===== config.mk =====
export PLATFORM = sky130hd
export DESIGN_NAME = seq_mult_hs
export DESIGN_NICKNAME = d
export VERILOG_FILES = /design/src/rtl/seq_mult_hs.sv
export SDC_FILE = /design/constraint.sdc
export NUM_CORES = 1
export LEC_CHECK = 0
export ABC_AREA = 1
export CAP_MARGIN = 20
export CORE_UTILIZATION = 50
export DETAILED_ROUTE_END_ITERATION = 12
export PLACE_DENSITY_LB_ADDON = 0.2
export SYNTH_ARGS = -nofsm -noshare
export SYNTH_HDL_FRONTEND = slang
export SYNTH_SLANG_ARGS = --single-unit

===== constraint.sdc =====
create_clock -name clk -period 2.5 [get_ports clk]
set_input_delay 0.5 -clock clk [delete_from_list [all_inputs] [get_ports clk]]
set_output_delay 0.5 -clock clk [all_outputs]
set_load 0.02 [all_outputs]

===== src/rtl/seq_mult_hs.sv =====
//-----------------------------------------------------------------------------
// seq_mult_hs
//   Iterative shift-add multiplier with valid/ready handshakes on both sides.
//   Retires R multiplier bits per clock. It can treat the operands as unsigned
//   or as two's complement, chosen per operation.
//
// Parameters
//   M  operand width (>= 2)
//   R  multiplier bits retired per cycle (1, 2 or 4; must divide M)
//
// Ports
//   clk          rising-edge clock
//   rst          synchronous active-high reset
//   in_valid     operand pair valid
//   in_ready     block can accept operands (high only in IDLE)
//   signed_mode  1 = operands are two's complement (sampled on accept)
//   dataA        multiplicand (sampled on accept)
//   dataB        multiplier   (sampled on accept)
//   out_valid    P holds a completed product
//   out_ready    consumer takes P
//   P            2M-bit product (two's complement when signed_mode was 1)
//   dbg_state    current FSM state (0 IDLE, 1 CALC, 2 DONE)
//
// Handshake: a transfer happens on a rising edge where valid && ready are
// both high. Once out_valid is high, P and out_valid stay stable until that
// edge. in_ready depends only on the FSM state. out_valid is a register.
// No path runs combinationally from in_valid or out_ready to any output.
//-----------------------------------------------------------------------------
`timescale 1ns/1ps
module seq_mult_hs #(
    parameter int M = 8,
    parameter int R = 1
) (
    input  logic           clk,
    input  logic           rst,
    input  logic           in_valid,
    output logic           in_ready,
    input  logic           signed_mode,
    input  logic [M-1:0]   dataA,
    input  logic [M-1:0]   dataB,
    output logic           out_valid,
    input  logic           out_ready,
    output logic [2*M-1:0] P,
    output logic [1:0]     dbg_state
);

    localparam int STEPS = M / R;
    localparam int CW    = (STEPS > 1) ? $clog2(STEPS) : 1;
    localparam logic [CW-1:0] LAST = CW'(STEPS - 1);

    localparam logic [1:0] S_IDLE = 2'd0;
    localparam logic [1:0] S_CALC = 2'd1;
    localparam logic [1:0] S_DONE = 2'd2;

    logic [1:0]     state;
    logic [2*M-1:0] mcand;   // magnitude of A, pre-shifted by k*R
    logic [M-1:0]   mplier;  // magnitude of B, consumed R bits per step from the LSB
    logic [2*M-1:0] acc;
    logic           neg;
    logic [CW-1:0]  cnt;

    logic [M-1:0]   abs_a;
    logic [M-1:0]   abs_b;
    logic [2*M-1:0] pp;
    logic [2*M-1:0] sum;

    // Magnitudes are M-bit unsigned, so -2^(M-1) maps to 2^(M-1) without loss.
    always_comb begin
        abs_a = dataA;
        abs_b = dataB;
        if (signed_mode && dataA[M-1]) abs_a = {M{1'b0}} - dataA;
        if (signed_mode && dataB[M-1]) abs_b = {M{1'b0}} - dataB;
    end

    // The shifting multiplicand and multiplier give the same result as
    // magA * magB[kR +: R] << kR without a variable part-select.
    // The product never exceeds 2^2M, so truncating to 2M bits loses nothing.
    always_comb begin
        pp  = mcand * {{(2*M-R){1'b0}}, mplier[R-1:0]};
        sum = acc + pp;
    end

    assign in_ready  = (state == S_IDLE);
    assign dbg_state = state;

    always_ff @(posedge clk) begin
        if (rst) begin
            state     <= S_IDLE;
            out_valid <= 1'b0;
            P         <= '0;
            acc       <= '0;
            cnt       <= '0;
            mcand     <= '0;
            mplier    <= '0;
            neg       <= 1'b0;
        end else begin
            case (state)
                S_IDLE: begin
                    if (in_valid) begin
                        mcand  <= {{M{1'b0}}, abs_a};
                        mplier <= abs_b;
                        neg    <= signed_mode & (dataA[M-1] ^ dataB[M-1]);
                        acc    <= '0;
                        cnt    <= '0;
                        state  <= S_CALC;
                    end
                end
                S_CALC: begin
                    acc    <= sum;
                    mcand  <= mcand << R;
                    mplier <= mplier >> R;
                    cnt    <= cnt + CW'(1);
                    if (cnt == LAST) begin
                        // Negating a zero magnitude still gives zero.
                        P         <= neg ? ({(2*M){1'b0}} - sum) : sum;
                        out_valid <= 1'b1;
                        state     <= S_DONE;
                    end
                end
                S_DONE: begin
                    // P is left as is after the handshake.
                    if (out_ready) begin
                        out_valid <= 1'b0;
                        state     <= S_IDLE;
                    end
                end
                default: state <= S_IDLE;
            endcase
        end
    end

endmodule


======== Word level (Yosys, flattened, before mapping) ========
Index checks and enable logic that the tools add are counted.
storage, ports and cells
  bits in registers ....................... 63
  input port bits ......................... 21
  output and inout port bits .............. 20
cells by class
  add/sub/neg operators ................... 5
  $mul .................................... 1
  equal/unequal tests ..................... 6
  multiplexer cells ....................... 18
  bitwise operators ....................... 2
  reductions and logical operators ........ 10
operators by type and width
  cell                                                                 count
  16-bit one-hot mux with 2 select lines                               2
  16-bit 2-to-1 mux                                                    3
  8-bit 2-to-1 mux                                                     3
  16-bit adder                                                         1
  16-bit by 1-bit multiplier with 16-bit output                        1
  8-bit one-hot mux with 2 select lines                                1
  1-bit by 16-bit subtractor with 16-bit output, first input constant  1
  1-bit by 8-bit subtractor with 8-bit output, first input constant    2
  2-bit 2-to-1 mux                                                     3
  2-bit != test, second input constant                                 3
  2-bit one-hot mux with 3 select lines                                1
  3-bit one-hot mux with 2 select lines                                1
  2-bit AND reduction                                                  3
  3-bit AND reduction                                                  2
  2-bit nonzero test                                                   2
  3-bit by 1-bit adder with 3-bit output, second input constant        1
  3-bit == test, second input constant                                 1
  3-bit 2-to-1 mux                                                     1
  2-bit by 1-bit == test with 1-bit output, second input constant      1
  2-bit == test, second input constant                                 1
  1-bit logical AND                                                    2
  2-bit logical NOT                                                    1
  1-bit 2-to-1 mux                                                     2
  1-bit one-hot mux with 2 select lines                                1
  2 further kinds                                                      2

======== Depth between registers and ports, before layout ========
  depth after elaboration ................. 4
  depth in mapped cells ................... 22

======== Least setup slack after synthesis ========
No wires, ideal clock.
  kind .................................... reg-to-reg
  from .................................... register mplier[0]
  to ...................................... register P[13]
  setup time .............................. 0.109 ns
  data arrival time ....................... 2.622 ns
  data required time ...................... 2.391 ns
  slack ................................... -0.231 ns
  stages on the path, launching flop included .. 21
  path buffers ............................ 2
  period minus slack after synthesis ...... 2.731 ns
  cell sequence ........................... dfxtp_1 clkbuf_1 clkbuf_1 nand2_1 inv_1 ha_1 fa_1 inv_1 nand2_1 a21oi_2 nand3_2 nor2_4 nand3_1 nand2_2 nand2_4 nor2_4 nand2_1 nand2_1 nand3_1 nand2_1 inv_1
between the ends
  longest elaborated chain between the ends .. 4
RTL lines
  item                                             line  RTL
  start, declared                                  57    logic [M-1:0] mplier;
  start signal, assigned                           101   mplier <= abs_b;
  start signal, assigned                           111   mplier <= mplier >> R;
  16-bit by 1-bit multiplier with 16-bit output *  79    pp = mcand * {{(2*M-R){1'b0}}, mplier[R-1:0]};
  16-bit adder *                                   80    sum = acc + pp;
  1-bit by 16-bit subtractor with 16-bit output    115   P <= neg ? ({(2*M){1'b0}} - sum) : sum;
  16-bit 2-to-1 mux *                              115
  end signal, assigned                             115
  end, declared                                    43    output logic [2*M-1:0] P,
Every way passes the cells marked *; elsewhere a longest branch is shown, timed or not.
A chain may end at the register's enable or synchronous reset.

======== Worst setup path after layout ========
  from .................................... register mplier[0]
  to ...................................... register P[10]
The elaborated chain is that of the path after synthesis.

==> impl_metrics.toml <==
[run_status]
outcome = "finished clean"

[timing]
min_period_ns = 2.363
fin_skew_ns = 0.009305
worst_pin_slew_ns = 0.4691
drv_slew = 0
fin_crit_sh_pct = 94.51
setup_ws_ns = 0.1373
finalHoldViolations = 0
timing.fmax_mhz = 423.3
rsz0062_at_grt = "true"
worst_hold_slack_ns = 0.4652
finalSetupViolations = 0
slew_headroom_pct = 68.72

[worst_setup_path]
worstPathArrival_ns = 2.62
worstSetupEndpointType = "flop"
worstPathRequired_ns = 2.76
critPathKind = "flop to flop"
startpoint = "mplier[0]"
worstPathMaxFanout = 5
setup.worst_path.start_class = "flop"
timing.rr.start = "mplier[0]"

[clock_network]
cts_tree = "built"
cts.reportedPaths.clkPinSlew_ns = 0.08
clk_latency_ns = 0.35
numCtsBuffers = 9
cts_hold_buf = 0
clockBufferDepth = 2
htree_levels = 3
cts.sinks = 63
cts_root_buffer = "clkbuf_8"

[grt]
grt_pass1_vias = 4091
track_usage_pct = 26.59
grt_antenna_before_repair = 0
grt_max_degree = 42
grt.overflow.total = 0
grt_pass1_wl_mm = 18.32

[routing]
drt_iter0_markers = 170
ant_nets = 0
firstDrtPassIters = 7
vias = 4507
post-route-drc-count = 0
drt-total-wl_mm = 11.62
wl_per_cell_um = 13.58
vias_per_cell = 5.265

[finish]
multi_input_area_um2 = 2811
num_antenna_cells = 0
area_growth_pct = 30.06
ff_latch_area_um2 = 1266
layout-drive-gt1-share_pct = 18.11
final_area_um2 = 5505
nNetsFinal = 788
fin_cells = 856
fillers = 719

[yosys]
syn_area_um2 = 4233
synth_most_common_cell = "nand2_1"
syn_area_per_cell_um2 = 6.197
synthDistinctLibCells = 34
synth-main-ff-cell = "dfxtp_1"
synth_edf_count = 0
synth-async-reset-ratio_pct = 0
synth_top_area_share_pct = 29.80
synth_warnings = 0
synthesis.instances = 683
ys_top_cells_by_count = "nand2_1 (238), inv_1 (94), dfxtp_1 (63)"
syn-num-nets = 725
synth-seq-cells = 63
yosysSeqAreaShare_pct = 29.80
synth_top_area_cell = "dfxtp_1"
synth.area.top_cells = "dfxtp_1 (30%), nand2_1 (21%), inv_1 (8.3%)"

[pwr]
pwr-share-comb_pct = 12.7
internal-power_w = 0.001928
p_clk_share_pct = 46.8
leakage_nw = 2.525
p_total_w = 0.002587
p_switching_w = 0.0006585
swShare_pct = 25.46
cellPowerDensity_nw_per_um2 = 469.8
ir_worst_vdd_mv = 0.2596
seqPwrFrac_pct = 40.5

[place]
port_buffers = 40
pre_cts_ws_ns = 0.08002
routabilityCongestion = 0.9160
placedCellCount = 833
dpl_cell_area_um2 = 4875
dp_hpwl_mm = 8.439

[floorplan]
die_area_um2 = 8838
io_pins = 41
dieHeight_um = 94.01
die_w_um = 94.01
core_um2 = 8217
rows = 33
floorplan.initialDensity_pct = 51.52

[min_path]
min_from = "P[0]"
min_path_type = "flop to flop"

[run]
maxCapViolations = 0
cell type report:
class	count	area share (%)
multi-input cells	503	51.07
flip-flops and latches	63	23.00
repair buffers	72	12.09
inverters	97	6.614
clock inverters	7	2.591
well taps	105	2.386
clock buffers	9	2.250
placed cells by master, fill, tap and decap left out, drive strengths merged:
master         instances
nand3b                 5
ha                    20
and2                   4
nand4                  5
o221ai                 1
o21ai                 22
bufinv                 4
o21bai                 3
a21oi                 58
o21a                   6
or2                    3
a31oi                 15
clkdlybuf4s50         40
xor2                   6
buf                   31
a21o                   1
clkinv                 3
dfxtp                 63
nand3                 53
nand2                250
fa                     1
nor2                  44
inv                   97
nor3                   5
o41ai                  1
clkbuf                10
registers in the layout (all words and copies together) (netlist names):
register / flops
P: 16
acc: 16
cnt: 3
dbg_state: 2
mcand: 16
mplier: 8
neg: 1
out_valid: 1
stage by stage:
stage / utilization (%) / TNS (ns)
after CTS: 62.57 / 0
after floorplan: - / 0
after global routing: 67.00 / -0.1764
final: 67.00 / 0
after detailed placement: 59.33 / 0
after global placement: 59.33 / 0
metal layers:
metal / part of all wire [%] / GRT usage, % / vias to the layer above
li1: - / - / 2302
met1: 43 / 31.40 / 2061
met5: 0 / 0 / -
met2: 50 / 47.57 / 117
met3: 3.5 / 3.883 / 27
met4: 3.4 / 11.28 / 0
power by group through the flow:
stage / Sequential (W) / Clock [W] / Combinational [W]
floorplan: 0.00107 / 0 / 0.000195
detailed placement: 0.00107 / 0 / 0.000300
CTS: 0.00105 / 0.00122 / 0.000301
global placement: 0.00107 / 0 / 0.000293
global route: 0.00105 / 0.00126 / 0.000361
finish: 0.00105 / 0.00121 / 0.000328
worst max-delay path: stages (launching register included):
cell and delay, ns:
dfxtp_4 0.37, nand2_2 0.07, inv_2 0.05, ha_4 0.16, fa_2 0.40, nand2_4 0.10
nand2_2 0.09, nand3_4 0.09, nand2_2 0.07, nand2_1 0.08, nand2_2 0.09, nor2_4 0.13
nand3_4 0.10, o21ai_2 0.15, nor2_1 0.05, nor2_1 0.12, nand2_1 0.06, nand2_1 0.05
inv_1 0.03
timing repair:
item | 4_1_cts | 5_1_grt
endpoints found under the setup margin | 0 | 10
endpoints found under the hold margin | 0 | 0
resized for setup | 0 | 67
setup buffers | 0 | 6
cell families after synthesis:
| family | count (synthesis) | synth area share [%] |
|---|---|---|
| DFF | 63 | 29.80 |
| AOI/OAI and AO/OA | 107 | 14.31 |
| adders and majority gates | 21 | 6.385 |
| buffers and inverters | 117 | 10.61 |
| and+or+nand+nor | 369 | 37.66 |
| xor gates and xnor gates | 6 | 1.241 |
final timing paths:
kind,end,slack [ns],cells after the start
setup / recovery,P[10],0.14,18
hold / removal,P[0],0.47,2
setup reg to reg,P[10],0.14,18
hold reg to reg,P[0],0.47,2
Power figures use the tool's default switching activity.
